==> config.mk <==
export PLATFORM = sky130hd
export DESIGN_NAME = scpad_tile_seq_flat
export DESIGN_NICKNAME = d
export VERILOG_FILES = /design/src/rtl/scpad_tile_seq_if.sv /design/src/rtl/scpad_tile_seq.sv /design/src/flat_wrapper.sv
export SDC_FILE = /design/constraint.sdc
export NUM_CORES = 1
export LEC_CHECK = 0
export BUFFER_PORTS_ARGS = -buffer_cell sky130_fd_sc_hd__clkbuf_2
export CAP_MARGIN = 25
export CORE_AREA = 2 2 72 74
export CTS_CLUSTER_SIZE = 10
export DETAILED_ROUTE_END_ITERATION = 12
export DIE_AREA = 0 0 74 76
export PLACE_DENSITY = 0.83
export SETUP_SLACK_MARGIN = 0.3
export SYNTH_ARGS = -nofsm -noshare
export SYNTH_HDL_FRONTEND = slang
export SYNTH_SLANG_ARGS = --single-unit
==> constraint.sdc <==
create_clock -name CLK -period 7.5 [get_ports CLK]
set_input_delay 1.5 -clock CLK [delete_from_list [all_inputs] [get_ports CLK]]
set_output_delay 1.5 -clock CLK [all_outputs]
set_load 0.02 [all_outputs]
==> src/rtl/scpad_tile_seq_if.sv <==
// Command + beat bundle between the scratchpad controller, the tile sequencer
// and the swizzle stage.
//   master : controller/swizzle side (drives cmd_*, beat_ready)
//   slave  : sequencer side (drives cmd_ready, beat fields, done, busy)
interface scpad_tile_seq_if #(
  parameter int unsigned ADDR_W = 20,
  parameter int unsigned DIM_W  = 6
);
  // Command channel
  logic              cmd_valid;
  logic              cmd_ready;
  logic              cmd_row_or_col;
  logic [ADDR_W-1:0] cmd_spad_addr;
  logic [DIM_W-1:0]  cmd_num_rows;
  logic [DIM_W-1:0]  cmd_num_cols;

  // Beat channel toward swizzle
  logic              beat_valid;
  logic              beat_ready;
  logic              row_or_col;
  logic [ADDR_W-1:0] spad_addr;
  logic [DIM_W-1:0]  num_rows;
  logic [DIM_W-1:0]  num_cols;
  logic [DIM_W-1:0]  row_id;
  logic [DIM_W-1:0]  col_id;
  logic              beat_last;

  // Status
  logic              done;
  logic              busy;

  modport master (
    output cmd_valid, cmd_row_or_col, cmd_spad_addr, cmd_num_rows, cmd_num_cols, beat_ready,
    input  cmd_ready, beat_valid, row_or_col, spad_addr, num_rows, num_cols, row_id, col_id,
           beat_last, done, busy
  );

  modport slave (
    input  cmd_valid, cmd_row_or_col, cmd_spad_addr, cmd_num_rows, cmd_num_cols, beat_ready,
    output cmd_ready, beat_valid, row_or_col, spad_addr, num_rows, num_cols, row_id, col_id,
           beat_last, done, busy
  );
endinterface

==> src/rtl/scpad_tile_seq.sv <==
// Per-tile beat sequencer feeding the scratchpad swizzle stage.
// Accepts one tile command (base address, rows, cols, orientation), then walks
// the tile one beat per accepted handshake, advancing the address by STRIDE per
// beat, and pulses done for one cycle when the tile is finished.
// Ports:
//   CLK  - rising-edge clock
//   nRST - synchronous active-low reset
//   bus  - scpad_tile_seq_if.slave: command channel in, beat channel out,
//          done/busy status out
module scpad_tile_seq #(
  parameter int unsigned ADDR_W = 20,
  parameter int unsigned DIM_W  = 6,
  parameter int unsigned STRIDE = 32
) (
  input logic             CLK,
  input logic             nRST,
  scpad_tile_seq_if.slave bus
);

  typedef enum logic [1:0] {StIdle, StRun, StDone} state_e;

  localparam logic [ADDR_W-1:0] StrideInc = ADDR_W'(STRIDE);

  state_e            state_q;
  logic              cmd_ready_q;
  logic              beat_valid_q;
  logic              done_q;
  logic              busy_q;
  logic              row_or_col_q;
  logic [ADDR_W-1:0] addr_q;
  logic [DIM_W-1:0]  num_rows_q;
  logic [DIM_W-1:0]  num_cols_q;
  logic [DIM_W-1:0]  idx_q;

  logic [DIM_W-1:0]  cmd_count;
  logic [DIM_W-1:0]  count;
  logic [DIM_W-1:0]  last_idx;
  logic              beat_last;
  logic              fire;

  assign cmd_count = bus.cmd_row_or_col ? bus.cmd_num_cols : bus.cmd_num_rows;
  assign count     = row_or_col_q ? num_cols_q : num_rows_q;
  assign last_idx  = count - DIM_W'(1);
  // Gated by beat_valid so a stale idx left over in IDLE never shows as last.
  assign beat_last = beat_valid_q & (idx_q == last_idx);
  assign fire      = beat_valid_q & bus.beat_ready;

  always_ff @(posedge CLK) begin
    if (!nRST) begin
      state_q      <= StIdle;
      cmd_ready_q  <= 1'b1;
      beat_valid_q <= 1'b0;
      done_q       <= 1'b0;
      busy_q       <= 1'b0;
      row_or_col_q <= 1'b0;
      addr_q       <= '0;
      num_rows_q   <= '0;
      num_cols_q   <= '0;
      idx_q        <= '0;
    end else begin
      unique case (state_q)
        StIdle: begin
          if (bus.cmd_valid) begin
            row_or_col_q <= bus.cmd_row_or_col;
            num_rows_q   <= bus.cmd_num_rows;
            num_cols_q   <= bus.cmd_num_cols;
            addr_q       <= bus.cmd_spad_addr;
            idx_q        <= '0;
            cmd_ready_q  <= 1'b0;
            busy_q       <= 1'b1;
            if (cmd_count != '0) begin
              state_q      <= StRun;
              beat_valid_q <= 1'b1;
            end else begin
              // Empty tile: skip straight to completion.
              state_q <= StDone;
              done_q  <= 1'b1;
            end
          end
        end
        StRun: begin
          if (fire) begin
            if (beat_last) begin
              state_q      <= StDone;
              beat_valid_q <= 1'b0;
              done_q       <= 1'b1;
            end else begin
              idx_q  <= idx_q + DIM_W'(1);
              addr_q <= addr_q + StrideInc;  // wraps modulo 2^ADDR_W
            end
          end
        end
        StDone: begin
          state_q     <= StIdle;
          done_q      <= 1'b0;
          cmd_ready_q <= 1'b1;
          busy_q      <= 1'b0;
        end
        default: begin
          state_q      <= StIdle;
          cmd_ready_q  <= 1'b1;
          beat_valid_q <= 1'b0;
          done_q       <= 1'b0;
          busy_q       <= 1'b0;
        end
      endcase
    end
  end

  assign bus.cmd_ready  = cmd_ready_q;
  assign bus.beat_valid = beat_valid_q;
  assign bus.row_or_col = row_or_col_q;
  assign bus.spad_addr  = addr_q;
  assign bus.num_rows   = num_rows_q;
  assign bus.num_cols   = num_cols_q;
  assign bus.row_id     = row_or_col_q ? '0 : idx_q;
  assign bus.col_id     = row_or_col_q ? idx_q : '0;
  assign bus.beat_last  = beat_last;
  assign bus.done       = done_q;
  assign bus.busy       = busy_q;

endmodule

==> src/flat_wrapper.sv <==
// flat-port wrapper written by rule: the top's interface ports become plain ports
module scpad_tile_seq_flat 
#(
  parameter int unsigned ADDR_W = 20,
  parameter int unsigned DIM_W  = 6,
  parameter int unsigned STRIDE = 32
)
  (CLK, nRST, bus_cmd_valid, bus_cmd_row_or_col, bus_cmd_spad_addr, bus_cmd_num_rows, bus_cmd_num_cols, bus_beat_ready, bus_cmd_ready, bus_beat_valid, bus_row_or_col, bus_spad_addr, bus_num_rows, bus_num_cols, bus_row_id, bus_col_id, bus_beat_last, bus_done, bus_busy);
  scpad_tile_seq_if #(.ADDR_W(ADDR_W), .DIM_W(DIM_W)) bus_i ();
  input logic CLK;
  input logic nRST;
  input wire logic [$bits(bus_i.cmd_valid)-1:0] bus_cmd_valid;
  input wire logic [$bits(bus_i.cmd_row_or_col)-1:0] bus_cmd_row_or_col;
  input wire logic [$bits(bus_i.cmd_spad_addr)-1:0] bus_cmd_spad_addr;
  input wire logic [$bits(bus_i.cmd_num_rows)-1:0] bus_cmd_num_rows;
  input wire logic [$bits(bus_i.cmd_num_cols)-1:0] bus_cmd_num_cols;
  input wire logic [$bits(bus_i.beat_ready)-1:0] bus_beat_ready;
  output wire logic [$bits(bus_i.cmd_ready)-1:0] bus_cmd_ready;
  output wire logic [$bits(bus_i.beat_valid)-1:0] bus_beat_valid;
  output wire logic [$bits(bus_i.row_or_col)-1:0] bus_row_or_col;
  output wire logic [$bits(bus_i.spad_addr)-1:0] bus_spad_addr;
  output wire logic [$bits(bus_i.num_rows)-1:0] bus_num_rows;
  output wire logic [$bits(bus_i.num_cols)-1:0] bus_num_cols;
  output wire logic [$bits(bus_i.row_id)-1:0] bus_row_id;
  output wire logic [$bits(bus_i.col_id)-1:0] bus_col_id;
  output wire logic [$bits(bus_i.beat_last)-1:0] bus_beat_last;
  output wire logic [$bits(bus_i.done)-1:0] bus_done;
  output wire logic [$bits(bus_i.busy)-1:0] bus_busy;
  assign bus_i.cmd_valid = bus_cmd_valid;
  assign bus_i.cmd_row_or_col = bus_cmd_row_or_col;
  assign bus_i.cmd_spad_addr = bus_cmd_spad_addr;
  assign bus_i.cmd_num_rows = bus_cmd_num_rows;
  assign bus_i.cmd_num_cols = bus_cmd_num_cols;
  assign bus_i.beat_ready = bus_beat_ready;
  assign bus_cmd_ready = bus_i.cmd_ready;
  assign bus_beat_valid = bus_i.beat_valid;
  assign bus_row_or_col = bus_i.row_or_col;
  assign bus_spad_addr = bus_i.spad_addr;
  assign bus_num_rows = bus_i.num_rows;
  assign bus_num_cols = bus_i.num_cols;
  assign bus_row_id = bus_i.row_id;
  assign bus_col_id = bus_i.col_id;
  assign bus_beat_last = bus_i.beat_last;
  assign bus_done = bus_i.done;
  assign bus_busy = bus_i.busy;
  scpad_tile_seq #(.ADDR_W(ADDR_W), .DIM_W(DIM_W), .STRIDE(STRIDE)) u_core (.CLK(CLK), .nRST(nRST), .bus(bus_i));
endmodule
# After elaboration in Yosys (flattened, before gate mapping)
# Index checks and enable logic that the tools add are counted.
[word_totals] ff_bits=45 ramBits=0 latch_bits=0 mem_bits_ro=0 n_memories=0
[classes] n_addsub=3 div_mod_pow=0 multipliers=0 reduce_logical=9 order_cmp=0 shift=0 eq_ne=9 muxes=31 n_bitwise=4
[op_table] op="$mux W20" n=3
[op_table] op="$mux W6" n=7
[op_table] op="$pmux W20 S2" n=1
[op_table] op="$add A20 B6 Y20 const B" n=1
[op_table] op="$pmux W6 S2" n=1
[op_table] op="$mux W1" n=10
[op_table] op="$mux W2" n=4
[op_table] op="$ne A2 B2 Y1 const B" n=4
[op_table] op="$reduce_and A4 Y1" n=2
[op_table] op="$add A6 B1 Y6 const B" n=1
[op_table] op="$eq A6 B6 Y1" n=1
[op_table] op="$pmux W1 S2" n=3
[op_table] op="$reduce_bool A6 Y1" n=1
[op_table] op="$sub A6 B1 Y6 const B" n=1
[op_table] op="$reduce_and A5 Y1" n=1
[op_table] op="$ne A2 B1 Y1 const B" n=2
[op_table] op="$pmux W2 S2" n=1
[op_table] op="$reduce_and A2 Y1" n=2
[op_table] op="$pmux W1 S3" n=1
[op_table] op="$reduce_and A3 Y1" n=1
[op_table] op="$and A1 B1 Y1" n=2
[op_table] op="$eq A2 B1 Y1 const B" n=1
[op_table] op="$eq A2 B2 Y1 const B" n=1
[op_table] op="$logic_not A2 Y1" n=1
[op_table] op="other kinds (2)" n=3

# Longest topological paths before layout
# Gate-level depths: netlist of the first run.
[depth] word_depth=7 ltp_mapped=13

# Worst setup path before layout of the first run
# Ideal clock, no wire load.
[synth_timing] path_kind="register to output" start="reg u_core.row_or_col_q, in the netlist u_core.bus.row_or_col" end="out bus_beat_last" path_stages_with_launch=11 setup_slack_ps=3810 arrival_ps=2190 n_path_buf=3 path_cell_list="dfxtp_1 > buf_6 > buf_6 > clkbuf_1 > mux2i_1 > ha_1 > xor2_1 > nand2_1 > nor3_1 > nand4_1 > inv_1"
[synth_between] elab_chain_len=4
[synth_rtl] item="start, declared" line_no="scpad_tile_seq.sv:29" text="logic row_or_col_q;"
[synth_rtl] item="start signal, assigned" line_no="scpad_tile_seq.sv:64" text="row_or_col_q <= bus.cmd_row_or_col;"
[synth_rtl] item="$mux W6" line_no="scpad_tile_seq.sv:42" text="assign count = row_or_col_q ? num_cols_q : num_rows_q;"
[synth_rtl] item="$sub A6 B1 Y6" line_no="scpad_tile_seq.sv:43" text="assign last_idx = count - DIM_W'(1);"
[synth_rtl] item="$eq A6 B6 Y1" line_no="scpad_tile_seq.sv:45" text="assign beat_last = beat_valid_q & (idx_q == last_idx);"
[synth_rtl] item="$and A1 B1 Y1" line_no="scpad_tile_seq.sv:45"
[synth_rtl] item="end, declared" line_no="flat_wrapper.sv:26" text="output wire logic [$bits(bus_i.beat_last)-1:0] bus_beat_last;"
# No other way between the ends.

# Final worst setup path of the first run
# Ends and elaborated chain as after synthesis.

==> flow_summary.toml, run 1 <==
[timing]
fmax_mhz = 231
finalSetupTns_ps = 0
setup_slack_ps = 3170
rsz0062_at_grt = "false"
finalHoldViolCount = 0
fin_crit_sh = 0.578
max-slew-margin-rel = 0.373
slew_violations = 0
fin_crit_ps = 4330
worst_pin_slew_ps = 938
finClkSkew_ps = 11.1
final-setup-viol-count = 0

[yosys]
synth-simple-area-share = 0.284
yosys_register_bits = 45
synth_area_um2 = 2540
yosysSeqAreaShare = 0.355
syn-num-nets = 376
synth_xor_area_frac = 0.0345
postSynthCellCount = 336
synth_mux_area_frac = 0.0331
async_flop_share = 0
ys.flop_type = "dfxtp_1"
synthAdderAreaFrac = 0.0148
synth_edf_count = 0
syn_area_per_cell_um2 = 7.55
synth_top_family_by_area = "simple AND/OR/NAND/NOR gates"
synth_cell_types = 47
yosysWarnings = 0
synth-compound-area-share = 0.232

[floorplan]
die_area_um2 = 5620
start_util = 0.516
io_pins = 87
die_w_um = 74
die_h_um = 76
core_area_um2 = 4910
num_rows = 26

[clocking]
clkSinkCount = 45
cts_htree_levels = 2
root_buffer = "clkbuf_8"
path_clk_slew_ps = 80
cts_buffers = 5
clk_latency_ps = 310
postCtsSetupBuffers = 0
clk_path_buf_depth = 2
holdBufCountCts = 0
post_cts_resized = 0
tritoncts = "yes"

[global_route]
grtUsageTotal = 0.250
grt_overflow = 0
antenna_found_initial = 0
grt_pass1_vias = 2609
grt_pass1_wl_um = 11400
grt_max_degree = 34

[run]
drv_cap = 0

[power_and_ir_drop]
power.leakage_nw = 1.35
ir_drop_uv = 141
powerDensity_nw_per_um2 = 200

[route]
drt-total-wl_um = 7060
vias = 2781
detail_route.first_pass.iterations = 6
drt_iter0_markers = 216
wl_per_cell_um = 14.6
drcViolationCount = 0
postRouteAntennaNets = 0
vias_per_cell = 5.77

[min_path]
whs_path_depth = 2
hold_class = "flip-flop to flip-flop"

[cells_and_area]
area_growth_pct = 22.2
nNetsFinal = 451
layout-drive-gt1-share = 0.243
final_core_util = 0.631
diodes = 0
final_area_um2 = 3100
fillers = 435
seqCellArea_um2 = 901
multi_input_area_um2 = 1520

[critical_path]
crit_slowest_cell = "dfxtp_1"
cp-end-kind = "output pin"
critPathKind = "flip-flop to output pin"
worstPathCellList = "mux2i_2, ha_1, xor2_1, nand2_1, nor3_1, nand4_1, inv_1, clkbuf_2"
path_max_fanout = 26
rr_worst_depth = 8
crit_arrival_ps = 2830
cpPeakStageDelay_ps = 870
crit_required_ps = 6000
start_kind = "flip-flop"

[place]
dpl_worst_slack_ps = 3550
port_buffers = 86
gp_congestion = 0.849
postPlaceCellArea_um2 = 2970
dp_hpwl_um = 4930

[status]
outcome = "finished, final reports clean"
-- cell type report --
type / instances / area share
multi-input combinational: 266 / 0.491
sequential: 45 / 0.291
tap: 70 / 0.0282
timing repair buffer: 89 / 0.153
clock inverter: 1 / 0.00161
inverter: 4 / 0.00484
clock buffer: 7 / 0.0311
-- routing by layer --
metal,track usage,wire length (um),part of all wire,up-vias
met5,0,0,0,-
met4,0.111,177,0.025,0
met3,0.0595,538,0.076,20
met2,0.385,3280,0.46,147
met1,0.328,3060,0.43,1249
li1,-,-,-,1365
-- synthesized netlist by cell type (5+ instances only) --
| library cell | number | area [um2] |
|---|---|---|
| nand4_1 | 6 | 37.5 |
| mux2i_1 | 7 | 70.1 |
| clkbuf_1 | 17 | 63.8 |
| dfxtp_1 | 45 | 901 |
| o21ai_0 | 15 | 75.1 |
| nand2_1 | 69 | 259 |
| and2_1 | 9 | 56.3 |
| xor2_1 | 6 | 52.6 |
| o21ai_1 | 5 | 25.0 |
| nor3_1 | 6 | 30.0 |
| a211oi_1 | 7 | 52.6 |
| nor2_1 | 17 | 63.8 |
| nand3_1 | 12 | 60.1 |
| o31ai_1 | 5 | 37.5 |
| a21oi_1 | 37 | 185 |
-- logic make-up (layout without fill, tap and decap cells) --
group,Yosys count,count (layout)
DFF,45,45
AOI/OAI and AO/OA,95,95
and+or+nand+nor,150,150
adders and majority gates,3,3
xor gates and xnor gates,10,10
buffers and inverters,25,101
muxes,8,8
-- where the power goes --
part / switching (mW) / internal (mW) / leakage, nW / total, mW
Sequential: 0.0288 / 0.259 / 0.369 / 0.287
Combinational: 0.102 / 0.0630 / 0.930 / 0.165
Clock: 0.0849 / 0.0834 / 0.0542 / 0.168
Total: 0.216 / 0.405 / 1.35 / 0.621
-- worst paths after layout --
| check | from | endpoint | slack (ps) |
|---|---|---|---|
| max | u_core.bus.row_or_col | bus_beat_last | 3170 |
| min | u_core.bus.cmd_ready | u_core.bus.cmd_ready | 460 |
| max reg2reg | u_core.bus.row_or_col | u_core.bus.spad_addr[6] | 4210 |
| min reg2reg | u_core.bus.cmd_ready | u_core.bus.cmd_ready | 460 |
-- sequential cells by signal, indices dropped and copies added, names as in the netlist --
signal                 flops
u_core.bus.row_or_col      1
u_core.bus.spad_addr      20
u_core.bus.done            1
u_core.idx_q               6
u_core.bus.beat_valid      1
u_core.state_q             2
u_core.bus.num_cols        6
u_core.bus.busy            1
u_core.bus.cmd_ready       1
u_core.bus.num_rows        6
-- critical path: cells and delay by family (launching register included) --
family,cells,cell delay [ps]
multiplexers,1,350
buffers and inverters,2,310
XOR/XNOR,1,130
adder cells (fa/ha/maj),1,280
AND/OR/NAND/NOR,3,590
flip-flops,1,870
-- per-stage QoR --
step	total power [mW]	hold slack, ps	std cells
after floorplan	0.401	481	336
after global placement	0.449	435	473
after detailed placement	0.454	452	473
after CTS	0.618	463	481
after global routing	0.652	487	482
final	0.621	455	482
-- cells in the final DEF, fill, tap and decap left out, types with 5 or more instances in the layout --
| master | n |
|---|---|
| clkbuf_8 | 7 |
| nor3_1 | 6 |
| o21ai_0 | 15 |
| mux2i_1 | 7 |
| o21ai_1 | 5 |
| o31ai_1 | 5 |
| and2_1 | 9 |
| nand4_1 | 6 |
| clkbuf_2 | 86 |
| nand3_1 | 12 |
| xor2_1 | 6 |
| dfxtp_1 | 45 |
| a21oi_1 | 37 |
| a211oi_1 | 7 |
| nor2_1 | 17 |
| nand2_1 | 69 |
Power figures use the tool's default switching activity.
==> inputs of run 2 (changes only) <==
- CORE_AREA: 2 2 72 74 -> 2 2 79 81
- DIE_AREA: 0 0 74 76 -> 0 0 81 83
- PLACE_DENSITY: 0.83 -> 0.73
- clock period: 7.5 -> 3.7 ns (I/O delays scaled with it)
==> run 2 against run 1 <==
Compared with the run above: critical path depth unchanged; global-route usage decreased by 3.1 points; worst hold slack got worse by 6.6 ps; total power is 98% higher; flip-flop and latch count did not move.
==> flow_summary.toml, run 2 (synthesized netlist as in run 1, its figures left out) <==
[timing]
slew_violations = 0
final-setup-viol-count = 0
finalHoldViolCount = 0
fin_crit_sh = 0.819
fin_crit_ps = 3030
fmax_mhz = 330
finClkSkew_ps = 11.9
rsz0062_at_grt = "false"
finalSetupTns_ps = 0
worst_pin_slew_ps = 869
max-slew-margin-rel = 0.421
worst_hold_slack_ps = 449

[power_and_ir_drop]
powerDensity_nw_per_um2 = 398
ir_drop_uv = 231
power.leakage_nw = 1.34

[clocking]
clk_path_buf_depth = 2
clkSinkCount = 45
cts_htree_levels = 2
postCtsSetupBuffers = 0
path_clk_slew_ps = 80
post_cts_resized = 0
root_buffer = "clkbuf_8"
holdBufCountCts = 0
tritoncts = "yes"
cts_buffers = 5
clk_latency_ps = 300

[place]
gp_congestion = 0.838
port_buffers = 86
dp_hpwl_um = 5170

[cells_and_area]
multi_input_area_um2 = 1520
layout-drive-gt1-share = 0.245
final_common_cell = "clkbuf_2"
area_growth_pct = 21.9
fillers = 595
diodes = 0
largest_reg_flops = 20
final_cell_mix = "86 x clkbuf_2, 69 x nand2_1, 45 x dfxtp_1"
nNetsFinal = 453
seqCellArea_um2 = 901

[global_route]
met2_usage = 0.352
use_met3 = 0.0413
grt_overflow = 0
grt_pass1_vias = 2510
grtUsageTotal = 0.219
grt_pass1_wl_um = 11800
grt_max_degree = 24
busiest_layer = "met2"
antenna_found_initial = 0
grt_use_met1 = 0.299

[critical_path]
cp-end-kind = "output pin"
critPathKind = "flip-flop to output pin"
crit_arrival_ps = 2290
start_kind = "flip-flop"
crit_required_ps = 2960
path_max_fanout = 6

[floorplan]
core_area_um2 = 5820
io_pins = 87
die_w_um = 81
start_util = 0.436
die_area_um2 = 6720
num_rows = 28
die_h_um = 83

[min_path]
hold_class = "flip-flop to flip-flop"

[route]
drt-total-wl_um = 7240
vias_per_cell = 5.63
detail_route.first_pass.iterations = 5
drcViolationCount = 0
wl_per_cell_um = 14.8
vias = 2745
postRouteAntennaNets = 0
drt_iter0_markers = 167

[status]
outcome = "finished, final reports clean"

[run]
drv_cap = 0
==> run 2: cell type report <==
class                           count  area share
Clock buffer                        6      0.0267
Clock inverter                      1     0.00243
Inverter                            4     0.00486
Multi-Input combinational cell    266       0.493
Sequential cell                    45       0.291
Tap cell                           75      0.0304
Timing Repair Buffer               91       0.151
==> run 2: worst max-delay path: stages (launching register included) <==
cell,delay (ps)
dfxtp_1,450
mux2i_2,290
ha_1,280
xor2_1,130
nand2_1,80
nor3_1,200
nand4_1,270
inv_1,130
clkbuf_2,170
==> run 2: per-stage QoR <==
step / setup WS (ps) / util / instances / total power [mW] / cell area (um2)
6_report: 669 / 0.531 / 488 / 1.23 / 3090
3_5_place_dp: 932 / 0.516 / 481 / 0.926 / 3000
2_1_floorplan: 770 / - / 336 / 0.812 / 2540
5_1_grt: 494 / 0.531 / 488 / 1.31 / 3090
4_1_cts: 653 / 0.531 / 488 / 1.23 / 3090
3_3_place_gp: 1070 / 0.516 / 481 / 0.919 / 3000
==> run 2: path summary, 6_finish.rpt <==
path / to / cells past startpoint / slack [ps] / startpoint
worst min register to register: u_core.bus.cmd_ready / 2 / 450 / u_core.bus.cmd_ready
worst max register to register: u_core.bus.spad_addr[6] / 8 / 900 / u_core.bus.row_or_col
worst max-delay path: bus_beat_last / 8 / 670 / u_core.bus.row_or_col
worst min-delay path: u_core.bus.cmd_ready / 2 / 450 / u_core.bus.cmd_ready
==> run 2: power breakdown <==
part | total, mW | switching (mW) | internal [mW]
Sequential | 0.578 | 0.0539 | 0.524
Clock | 0.312 | 0.164 | 0.148
Combinational | 0.340 | 0.213 | 0.127
Total | 1.23 | 0.431 | 0.800
==> run 2: layer usage <==
metal,routed length (um),vias up
met3,512,9
met5,0,-
met2,3410,100
li1,-,1364
met4,62,0
met1,3260,1272
